==> src/rtl/multicycle_ctrl.sv <==
// Multicycle control sequencer for the 16-bit-instruction / 8-bit-data CPU.
// Fetch, decode, execute or memory access, with bounded memory waits and sticky halt/error states.
module multicycle_ctrl #(
   parameter int MEM_TIMEOUT = 15
) (
   input  logic        clk,
   input  logic        reset,
   output logic        imem_req,
   input  logic        imem_ready,
   input  logic [15:0] instr,
   output logic        ir_en,
   input  logic        zero,
   output logic        pc_en,
   output logic        memtoreg,
   output logic        pcsrc,
   output logic        alusrc,
   output logic        regdst,
   output logic        regwrite,
   output logic        jump,
   output logic [2:0]  alucontrol,
   output logic        dmem_req,
   output logic        dmem_we,
   input  logic        dmem_ready,
   output logic        halted,
   output logic [1:0]  err_code
);

   localparam int CW = $clog2(MEM_TIMEOUT + 1);
   localparam logic [CW-1:0] CNT_LAST = CW'(MEM_TIMEOUT - 1);

   localparam logic [2:0] OP_R    = 3'b000;
   localparam logic [2:0] OP_ADDI = 3'b001;
   localparam logic [2:0] OP_LB   = 3'b010;
   localparam logic [2:0] OP_SB   = 3'b011;
   localparam logic [2:0] OP_BEQ  = 3'b100;
   localparam logic [2:0] OP_J    = 3'b101;
   localparam logic [2:0] OP_HALT = 3'b111;

   localparam logic [2:0] ALU_ADD = 3'b010;
   localparam logic [2:0] ALU_SUB = 3'b110;

   typedef enum logic [2:0] {
      S_FETCH, S_DECODE, S_EXEC, S_MEM, S_HALT, S_ILLEGAL, S_ERR
   } state_t;

   state_t        state_q, state_d;
   logic [2:0]    op_q, op_d;
   logic [2:0]    funct_q, funct_d;
   logic [CW-1:0] cnt_q, cnt_d;
   logic [1:0]    err_q, err_d;
   logic [2:0]    r_alu;

   // Only the opcode and funct fields matter to the control path.
   logic unused_instr_bits;
   assign unused_instr_bits = ^{instr[12:6], instr[2:0]};

   always_ff @(posedge clk or negedge reset) begin
      if (!reset) begin
         state_q <= S_FETCH;
         op_q    <= 3'b000;
         funct_q <= 3'b000;
         cnt_q   <= '0;
         err_q   <= 2'b00;
      end else begin
         state_q <= state_d;
         op_q    <= op_d;
         funct_q <= funct_d;
         cnt_q   <= cnt_d;
         err_q   <= err_d;
      end
   end

   always_comb begin
      state_d = state_q;
      op_d    = op_q;
      funct_d = funct_q;
      cnt_d   = cnt_q;
      err_d   = err_q;
      case (state_q)
         S_FETCH: begin
            if (imem_ready) begin
               op_d    = instr[15:13];
               funct_d = instr[5:3];
               cnt_d   = '0;
               state_d = S_DECODE;
            end else if (cnt_q == CNT_LAST) begin
               cnt_d   = '0;
               err_d   = 2'b11;
               state_d = S_ERR;
            end else begin
               cnt_d = cnt_q + CW'(1);
            end
         end
         S_DECODE: begin
            case (op_q)
               OP_R, OP_ADDI, OP_BEQ, OP_J: state_d = S_EXEC;
               OP_LB, OP_SB:                state_d = S_MEM;
               OP_HALT: begin
                  err_d   = 2'b01;
                  state_d = S_HALT;
               end
               default: begin
                  err_d   = 2'b10;
                  state_d = S_ILLEGAL;
               end
            endcase
         end
         S_EXEC: begin
            cnt_d   = '0;
            state_d = S_FETCH;
         end
         // Ready is tested before the timeout so a coinciding ready still completes.
         S_MEM: begin
            if (dmem_ready) begin
               cnt_d   = '0;
               state_d = S_FETCH;
            end else if (cnt_q == CNT_LAST) begin
               cnt_d   = '0;
               err_d   = 2'b11;
               state_d = S_ERR;
            end else begin
               cnt_d = cnt_q + CW'(1);
            end
         end
         S_HALT, S_ILLEGAL, S_ERR: state_d = state_q;
         default: state_d = S_FETCH;
      endcase
   end

   always_comb begin
      r_alu = ALU_ADD;
      case (funct_q)
         3'b010, 3'b110, 3'b000, 3'b001, 3'b111: r_alu = funct_q;
         default: r_alu = ALU_ADD;
      endcase
   end

   // Outputs are forced low while reset is held so nothing leaks during async reset.
   always_comb begin
      imem_req   = 1'b0;
      ir_en      = 1'b0;
      pc_en      = 1'b0;
      memtoreg   = 1'b0;
      pcsrc      = 1'b0;
      alusrc     = 1'b0;
      regdst     = 1'b0;
      regwrite   = 1'b0;
      jump       = 1'b0;
      alucontrol = 3'b000;
      dmem_req   = 1'b0;
      dmem_we    = 1'b0;
      halted     = 1'b0;
      err_code   = 2'b00;
      if (reset) begin
         case (state_q)
            S_FETCH: begin
               imem_req = 1'b1;
               ir_en    = imem_ready;
            end
            S_EXEC: begin
               pc_en = 1'b1;
               case (op_q)
                  OP_R: begin
                     regdst     = 1'b1;
                     regwrite   = 1'b1;
                     alucontrol = r_alu;
                  end
                  OP_ADDI: begin
                     alusrc     = 1'b1;
                     regwrite   = 1'b1;
                     alucontrol = ALU_ADD;
                  end
                  OP_BEQ: begin
                     alucontrol = ALU_SUB;
                     pcsrc      = zero;
                  end
                  OP_J:    jump = 1'b1;
                  default: jump = 1'b0;
               endcase
            end
            S_MEM: begin
               alusrc     = 1'b1;
               alucontrol = ALU_ADD;
               dmem_req   = 1'b1;
               dmem_we    = (op_q == OP_SB);
               if (dmem_ready) begin
                  pc_en = 1'b1;
                  if (op_q == OP_LB) begin
                     memtoreg = 1'b1;
                     regwrite = 1'b1;
                  end
               end
            end
            S_HALT, S_ILLEGAL, S_ERR: begin
               halted   = 1'b1;
               err_code = err_q;
            end
            default: halted = 1'b0;
         endcase
      end
   end

endmodule

==> config.mk <==
export PLATFORM = sky130hd
export DESIGN_NAME = multicycle_ctrl
export DESIGN_NICKNAME = d
export VERILOG_FILES = /design/src/rtl/multicycle_ctrl.sv
export SDC_FILE = /design/constraint.sdc
export NUM_CORES = 1
export LEC_CHECK = 0
export BUFFER_PORTS_ARGS = -buffer_cell sky130_fd_sc_hd__buf_2
export CAP_MARGIN = 40
export CORE_MARGIN = 4
export CORE_UTILIZATION = 35
export DETAILED_ROUTE_END_ITERATION = 12
export GPL_ROUTABILITY_DRIVEN = 1
export GPL_TIMING_DRIVEN = 0
export PLACE_DENSITY_LB_ADDON = 0.05
export SLEW_MARGIN = 40
export SYNTH_ARGS = -nofsm -noshare
export SYNTH_HDL_FRONTEND = slang
export SYNTH_SLANG_ARGS = --single-unit
==> constraint.sdc <==
create_clock -name clk -period 1.35 [get_ports clk]
set_input_delay 0 -clock clk [delete_from_list [all_inputs] [get_ports clk]]
set_output_delay 0 -clock clk [all_outputs]
set_load 0.01 [all_outputs]
==> results of run 1 <==
==> routing by layer <==
layer,global-route usage,up-vias,wire length [um]
met2,0.272,25,1720
met3,0.0396,2,111
met4,0.0248,0,16
met5,0,-,0
li1,-,551,-
met1,0.200,539,1530
==> where the power goes <==
| part | switching (mW) | leakage (nW) | total [mW] | internal, mW |
|---|---|---|---|---|
| combinational | 1.16 | 0.672 | 2.62 | 1.45 |
| clock | 0.167 | 0.0177 | 0.277 | 0.110 |
| sequential | 0.166 | 0.187 | 0.807 | 0.641 |
==> flip-flops by register name, summed over array words and instances (netlist names) <==
signal,flops
cnt_q,4
funct_q,3
state_q,3
err_q,2
op_q,3
==> cell type report <==
cell class / instances / share of cell area
clock buffers: 3 / 0.0123
well taps: 31 / 0.0212
repair buffers: 65 / 0.293
multi-input cells: 91 / 0.424
plain buffers: 5 / 0.0302
clock inverters: 1 / 0.00274
inverters: 5 / 0.0103
flip-flops and latches: 15 / 0.206
==> critical path: stages, from the launching register on <==
cell and delay, ns:
dfrtp_1 0.41, or4_4 0.53, a21oi_2 0.14, nor2_1 0.06, buf_2 0.13
==> through the flow <==
step | hold WS [ns] | worst slack (ns) | std cells | total power [mW] | utilization
2_1_floorplan | -0.296 | 0.0117 | 116 | 1.88 | -
3_3_place_gp | -0.0366 | -0.153 | 174 | 2.18 | 0.434
3_5_place_dp | -0.0310 | -0.153 | 174 | 2.20 | 0.434
4_1_cts | 0.144 | -0.187 | 205 | 3.06 | 0.552
5_1_grt | 0.196 | -0.301 | 216 | 3.94 | 0.651
6_report | 0.165 | -0.224 | 216 | 3.70 | 0.651
==> worst paths after layout <==
check	end	slack (ns)	cells past startpoint
worst max-delay path	alucontrol[1]	-0.22	4
worst min-delay path	state_q[1]	0.17	4
worst max register to register	funct_q[0]	-0.17	6
worst min register to register	funct_q[0]	0.52	1
max in group asynchronous	state_q[0]	0.66	3
min in group asynchronous	cnt_q[1]	0.39	3
==> kinds of logic (layout without fill, tap and decap cells) <==
group,after synthesis,after routing,synth area share
mux,5,5,0.0719
fa+ha+maj,2,2,0.0239
xor+xnor,1,1,0.00838
buf+inv,10,79,0.0443
flops,15,15,0.359
simple gates,54,54,0.299
compound gates,29,29,0.193
==> placed cells by master, fill, tap and decap left out, drive strengths merged <==
master	n
buf	60
dfrtp	15
nor2	14
nand2	14
a21oi	11
dlygate4sd3	7
clkbuf	6
inv	5
mux2	5
o21ai	5
and3	4
and2	3
nor2b	3
nor4	3
nor3	3
o31ai	3
nand4	2
nand2b	2
o21bai	2
o21a	2
ha	2
nand3	2
or4	1
xnor2	1
o21ba	1
nor3b	1
a21o	1
nand4bb	1
a211o	1
or2	1
o22ai	1
a31oi	1
o311ai	1
clkinv	1
==> what timing repair did <==
action                                  CTS  global route
endpoints found under the hold margin    21            15
endpoints found under the setup margin   23            30
gates resized for setup                  19            44
hold buffers                              7             1
pin swaps                                10            10
cloned                                    1             0
setup buffers                            19            10
==> flow_results.xml, run 1 <==
<?xml version="1.0" encoding="UTF-8"?>
<metrics>
  <group name="status">
    <metric name="run_status" unit="">complete, but fails checks</metric>
    <metric name="violations" unit="">setup timing</metric>
  </group>
  <group name="final_layout">
    <metric name="final_nets" unit="">209</metric>
    <metric name="drive_gt1_frac" unit="">0.589</metric>
    <metric name="seqCellArea" unit="um2">377</metric>
    <metric name="nFillCells" unit="">230</metric>
    <metric name="synthToLayoutAreaGrowth" unit="%">74.7</metric>
    <metric name="antenna_cells_inserted" unit="">0</metric>
    <metric name="final_instance_area" unit="um2">1830</metric>
    <metric name="multi_input_area" unit="um2">774</metric>
  </group>
  <group name="synthesis">
    <metric name="synth_cell_type_count" unit="">37</metric>
    <metric name="asyncSetResetFlopFracSynth" unit="">1.00</metric>
    <metric name="yosys-top-cells-area" unit="">dfrtp_1 36%, mux2_4 7.2%, a21oi_1 5.3%</metric>
    <metric name="synth_flop_cell" unit="">dfrtp_1</metric>
    <metric name="ys_warn_count" unit="">0</metric>
    <metric name="syn-cell-area" unit="um2">1040</metric>
    <metric name="synthesis.nets" unit="">139</metric>
    <metric name="post_synth_inst_count" unit="">116</metric>
    <metric name="synthDominantAreaCellType" unit="">dfrtp_1</metric>
    <metric name="flip_flop_and_latch_count_after_synthesis" unit="">15</metric>
    <metric name="synth.avg_cell_area" unit="um2">9.01</metric>
    <metric name="yosysTopAreaCellShare" unit="">0.359</metric>
    <metric name="synth_edf_count" unit="">0</metric>
    <metric name="synth_common_cells" unit="">15 x dfrtp_1, 14 x nand2_1, 14 x nor2_1</metric>
    <metric name="synth.yosys.seq_area_share" unit="">0.359</metric>
    <metric name="synthMostInstantiatedCell" unit="">dfrtp_1</metric>
  </group>
  <group name="sta">
    <metric name="fin_setup_tns" unit="ns">-3.19</metric>
    <metric name="rsz0062_at_grt" unit="">true</metric>
    <metric name="timing_max_transition_violations_final" unit="">0</metric>
    <metric name="worst_pin_slew" unit="ns">0.376</metric>
    <metric name="report.final.hold_viol_count" unit="">0</metric>
    <metric name="timing.fmax" unit="GHz">0.636</metric>
    <metric name="setup_viol" unit="">25</metric>
    <metric name="skew_final" unit="ns">0.00898</metric>
    <metric name="timing.final.crit_period" unit="ns">1.57</metric>
    <metric name="min_period_over_period" unit="">1.17</metric>
    <metric name="slew_headroom" unit="">0.749</metric>
    <metric name="worst_slack" unit="ns">-0.224</metric>
  </group>
  <group name="clock_tree">
    <metric name="clock_tree.root_cell" unit="">clkbuf_4</metric>
    <metric name="clockBufferDepth" unit="">2</metric>
    <metric name="cts_tree" unit="">done</metric>
    <metric name="cts.htree.levels" unit="">1</metric>
    <metric name="cts.sinks" unit="">15</metric>
    <metric name="numCtsBuffers" unit="">3</metric>
    <metric name="clkSlewWorstSetupHoldPaths" unit="ns">0.11</metric>
    <metric name="clk_latency" unit="ns">0.29</metric>
  </group>
  <group name="setup_path">
    <metric name="setup.worst_path.start_class" unit="">register</metric>
    <metric name="r2r_start" unit="">state_q[2]</metric>
    <metric name="worstSetupStartpoint" unit="">op_q[2]</metric>
    <metric name="required" unit="ns">1.35</metric>
    <metric name="timing.critical_path.arrival" unit="ns">1.57</metric>
    <metric name="critPathCaptureType" unit="">primary output</metric>
    <metric name="crit_path_class" unit="">reg2out</metric>
    <metric name="critical_path_peak_fanout" unit="">2</metric>
  </group>
  <group name="routing">
    <metric name="via_count" unit="">1117</metric>
    <metric name="drt.antenna.violating_nets" unit="">0</metric>
    <metric name="drt_wl_total" unit="mm">3.38</metric>
    <metric name="first_pass_iteration_count_of_the_detailed_router" unit="">4</metric>
    <metric name="drc_errors" unit="">0</metric>
    <metric name="route.detailed.vias_per_inst" unit="">5.17</metric>
    <metric name="initialDrtViolationCount" unit="">30</metric>
    <metric name="drt-wirelength-per-cell" unit="um">15.6</metric>
  </group>
  <group name="global_routing">
    <metric name="overflow" unit="">0</metric>
    <metric name="grtUsageTotal" unit="">0.157</metric>
    <metric name="vias_in_the_first_global_route" unit="">1085</metric>
    <metric name="antenna_found_initial" unit="">0</metric>
    <metric name="grt_pass1_wl" unit="mm">4.97</metric>
    <metric name="grt_start_max_net_pins" unit="">16</metric>
  </group>
  <group name="die">
    <metric name="row_count" unit="">19</metric>
    <metric name="ioPinCount" unit="">38</metric>
    <metric name="dieArea" unit="um2">3920</metric>
    <metric name="chipWidth" unit="um">62.6</metric>
    <metric name="core-area" unit="um2">2810</metric>
    <metric name="floorplan.initialDensity" unit="">0.372</metric>
    <metric name="die_h" unit="um">62.6</metric>
  </group>
  <group name="placed_design">
    <metric name="routabilityCongestion" unit="">0.807</metric>
    <metric name="detailed_place_hpwl" unit="mm">1.92</metric>
    <metric name="placement.cell_area" unit="um2">1220</metric>
    <metric name="port_buffers" unit="">27</metric>
  </group>
  <group name="min_path">
    <metric name="holdCritPathClass" unit="">in2reg</metric>
    <metric name="holdCritStartpoint" unit="">dmem_ready</metric>
  </group>
  <group name="power_and_ir_drop">
    <metric name="power.static_leakage" unit="nW">0.877</metric>
    <metric name="cellPowerDensity" unit="nW/um2">2030</metric>
    <metric name="ir_worst_vdd" unit="mV">1.14</metric>
  </group>
  <group name="job">
    <metric name="max_cap_viol_count" unit="">0</metric>
  </group>
</metrics>
Note: power is estimated with default switching activity, not from simulation.
==> run 2: changes to the inputs <==
Settings changed: RECOVER_POWER set to 25.
==> run 2 against run 1 <==
Effect of this change:
- the flow still finishes with violations (setup timing)
- critical path depth stayed put
- register-to-register slack hardly changed
- cell area hardly changed
- die area stayed put
- critical path type unchanged
- worst hold slack stayed put
- clock skew stayed put
==> flow_results.xml, run 2 (synthesis gave the netlist of run 1 again) <==
<?xml version="1.0" encoding="UTF-8"?>
<metrics>
  <group name="global_routing">
    <metric name="antenna_found_initial" unit="">0</metric>
    <metric name="grt_pass1_wl" unit="mm">4.97</metric>
    <metric name="vias_in_the_first_global_route" unit="">1085</metric>
    <metric name="grt_start_max_net_pins" unit="">16</metric>
    <metric name="overflow" unit="">0</metric>
    <metric name="grtUsageTotal" unit="">0.157</metric>
  </group>
  <group name="sta">
    <metric name="fin_setup_tns" unit="ns">-3.20</metric>
    <metric name="slew_headroom" unit="">0.400</metric>
    <metric name="worst_pin_slew" unit="ns">0.900</metric>
    <metric name="timing.fmax" unit="GHz">0.636</metric>
    <metric name="timing_max_transition_violations_final" unit="">0</metric>
    <metric name="skew_final" unit="ns">0.00898</metric>
    <metric name="timing.final.crit_period" unit="ns">1.57</metric>
    <metric name="worst_slack" unit="ns">-0.224</metric>
    <metric name="rsz0062_at_grt" unit="">true</metric>
    <metric name="min_period_over_period" unit="">1.17</metric>
    <metric name="report.final.hold_viol_count" unit="">0</metric>
    <metric name="setup_viol" unit="">25</metric>
  </group>
  <group name="setup_path">
    <metric name="worstSetupStartpoint" unit="">op_q[2]</metric>
    <metric name="crit_path_class" unit="">reg2out</metric>
    <metric name="setup.worst_path.start_class" unit="">register</metric>
    <metric name="critical_path_peak_fanout" unit="">2</metric>
    <metric name="r2r_start" unit="">state_q[2]</metric>
    <metric name="critPathCaptureType" unit="">primary output</metric>
    <metric name="timing.critical_path.arrival" unit="ns">1.57</metric>
    <metric name="required" unit="ns">1.35</metric>
  </group>
  <group name="power_and_ir_drop">
    <metric name="p_total" unit="mW">3.70</metric>
    <metric name="power.static_leakage" unit="nW">0.874</metric>
    <metric name="cellPowerDensity" unit="nW/um2">2030</metric>
    <metric name="ir_worst_vdd" unit="mV">1.14</metric>
  </group>
  <group name="clock_tree">
    <metric name="cts.htree.levels" unit="">1</metric>
    <metric name="clkSlewWorstSetupHoldPaths" unit="ns">0.11</metric>
    <metric name="numCtsBuffers" unit="">3</metric>
    <metric name="cts.sinks" unit="">15</metric>
    <metric name="clk_latency" unit="ns">0.29</metric>
    <metric name="clockBufferDepth" unit="">2</metric>
    <metric name="cts_tree" unit="">done</metric>
    <metric name="clock_tree.root_cell" unit="">clkbuf_4</metric>
  </group>
  <group name="routing">
    <metric name="drt_wl_total" unit="mm">3.37</metric>
    <metric name="drc_errors" unit="">0</metric>
    <metric name="drt-wirelength-per-cell" unit="um">15.6</metric>
    <metric name="route.detailed.vias_per_inst" unit="">5.17</metric>
    <metric name="first_pass_iteration_count_of_the_detailed_router" unit="">4</metric>
    <metric name="via_count" unit="">1117</metric>
    <metric name="initialDrtViolationCount" unit="">30</metric>
    <metric name="drt.antenna.violating_nets" unit="">0</metric>
  </group>
  <group name="die">
    <metric name="floorplan.initialDensity" unit="">0.372</metric>
    <metric name="core-area" unit="um2">2810</metric>
    <metric name="chipWidth" unit="um">62.6</metric>
    <metric name="dieArea" unit="um2">3920</metric>
    <metric name="row_count" unit="">19</metric>
    <metric name="die_h" unit="um">62.6</metric>
    <metric name="ioPinCount" unit="">38</metric>
  </group>
  <group name="placed_design">
    <metric name="routabilityCongestion" unit="">0.807</metric>
    <metric name="port_buffers" unit="">27</metric>
    <metric name="placement.cell_area" unit="um2">1220</metric>
    <metric name="place_ws" unit="ns">-0.153</metric>
    <metric name="detailed_place_hpwl" unit="mm">1.92</metric>
  </group>
  <group name="final_layout">
    <metric name="final_instance_area" unit="um2">1820</metric>
    <metric name="utilization" unit="">0.650</metric>
    <metric name="final_common_cell" unit="">buf_2</metric>
    <metric name="drive_gt1_frac" unit="">0.584</metric>
    <metric name="antenna_cells_inserted" unit="">0</metric>
    <metric name="synthToLayoutAreaGrowth" unit="%">74.6</metric>
    <metric name="top_register" unit="">cnt_q</metric>
    <metric name="nFillCells" unit="">230</metric>
    <metric name="final_nets" unit="">209</metric>
    <metric name="mostFrequentLayoutCells" unit="">22 x buf_2, 18 x buf_6, 15 x buf_4</metric>
    <metric name="largest_reg_flops" unit="">4</metric>
  </group>
  <group name="min_path">
    <metric name="holdCritPathClass" unit="">in2reg</metric>
    <metric name="holdCritStartpoint" unit="">dmem_ready</metric>
  </group>
  <group name="job">
    <metric name="max_cap_viol_count" unit="">0</metric>
  </group>
  <group name="status">
    <metric name="violations" unit="">setup timing</metric>
    <metric name="run_status" unit="">complete, but fails checks</metric>
  </group>
</metrics>
==> run 2: repair_timing <==
action                                  4_1_cts  5_1_grt
resized for setup                            19       44
pin swaps                                    10       10
endpoints found under the setup margin       23       30
endpoints found under the hold margin        21       15
buffers inserted                             19       10
gates cloned                                  1        0
hold buffers                                  7        1
==> run 2: power breakdown <==
part	total (mW)	switching [mW]	internal [mW]
sequential	0.807	0.166	0.641
clock	0.277	0.167	0.110
combinational	2.62	1.16	1.45
total	3.70	1.50	2.20
==> run 2: path summary, 6_finish.rpt <==
path	endpoint	slack [ns]	cells after the start
worst min register to register	funct_q[0]	0.52	1
max in group asynchronous	state_q[0]	0.13	3
worst min-delay path	state_q[1]	0.17	4
min in group asynchronous	cnt_q[1]	0.60	3
worst max register to register	funct_q[0]	-0.17	6
worst max-delay path	alucontrol[1]	-0.22	4
==> run 2: final cells by class <==
class,count,area [um2],area share
Clock buffer,3,22.5,0.0123
Timing Repair Buffer,65,533,0.292
Buffer,5,55.1,0.0302
Inverter,5,18.8,0.0103
Sequential cell,15,377,0.206
Tap cell,31,38.8,0.0213
Clock inverter,1,5.00,0.00274
Multi-Input combinational cell,91,774,0.425
==> run 2: worst max-delay path, cell delays in order (launching register included) <==
cell and delay, ns:
dfrtp_1 0.41, or4_4 0.53, a21oi_2 0.14, nor2_1 0.06
buf_2 0.13
==> run 2: per-layer routing <==
metal / GRT usage / routed length, um
met5: 0 / 0
met2: 0.272 / 1720
met3: 0.0396 / 110
met4: 0.0248 / 16
met1: 0.200 / 1530
==> run 2: per-stage QoR <==
| stage | cells | hold slack [ns] |
|---|---|---|
| finish | 216 | 0.165 |
| global placement | 174 | -0.0366 |
| floorplan | 116 | -0.296 |
| global route | 216 | 0.196 |
| CTS | 205 | 0.144 |
| detailed placement | 174 | -0.0310 |
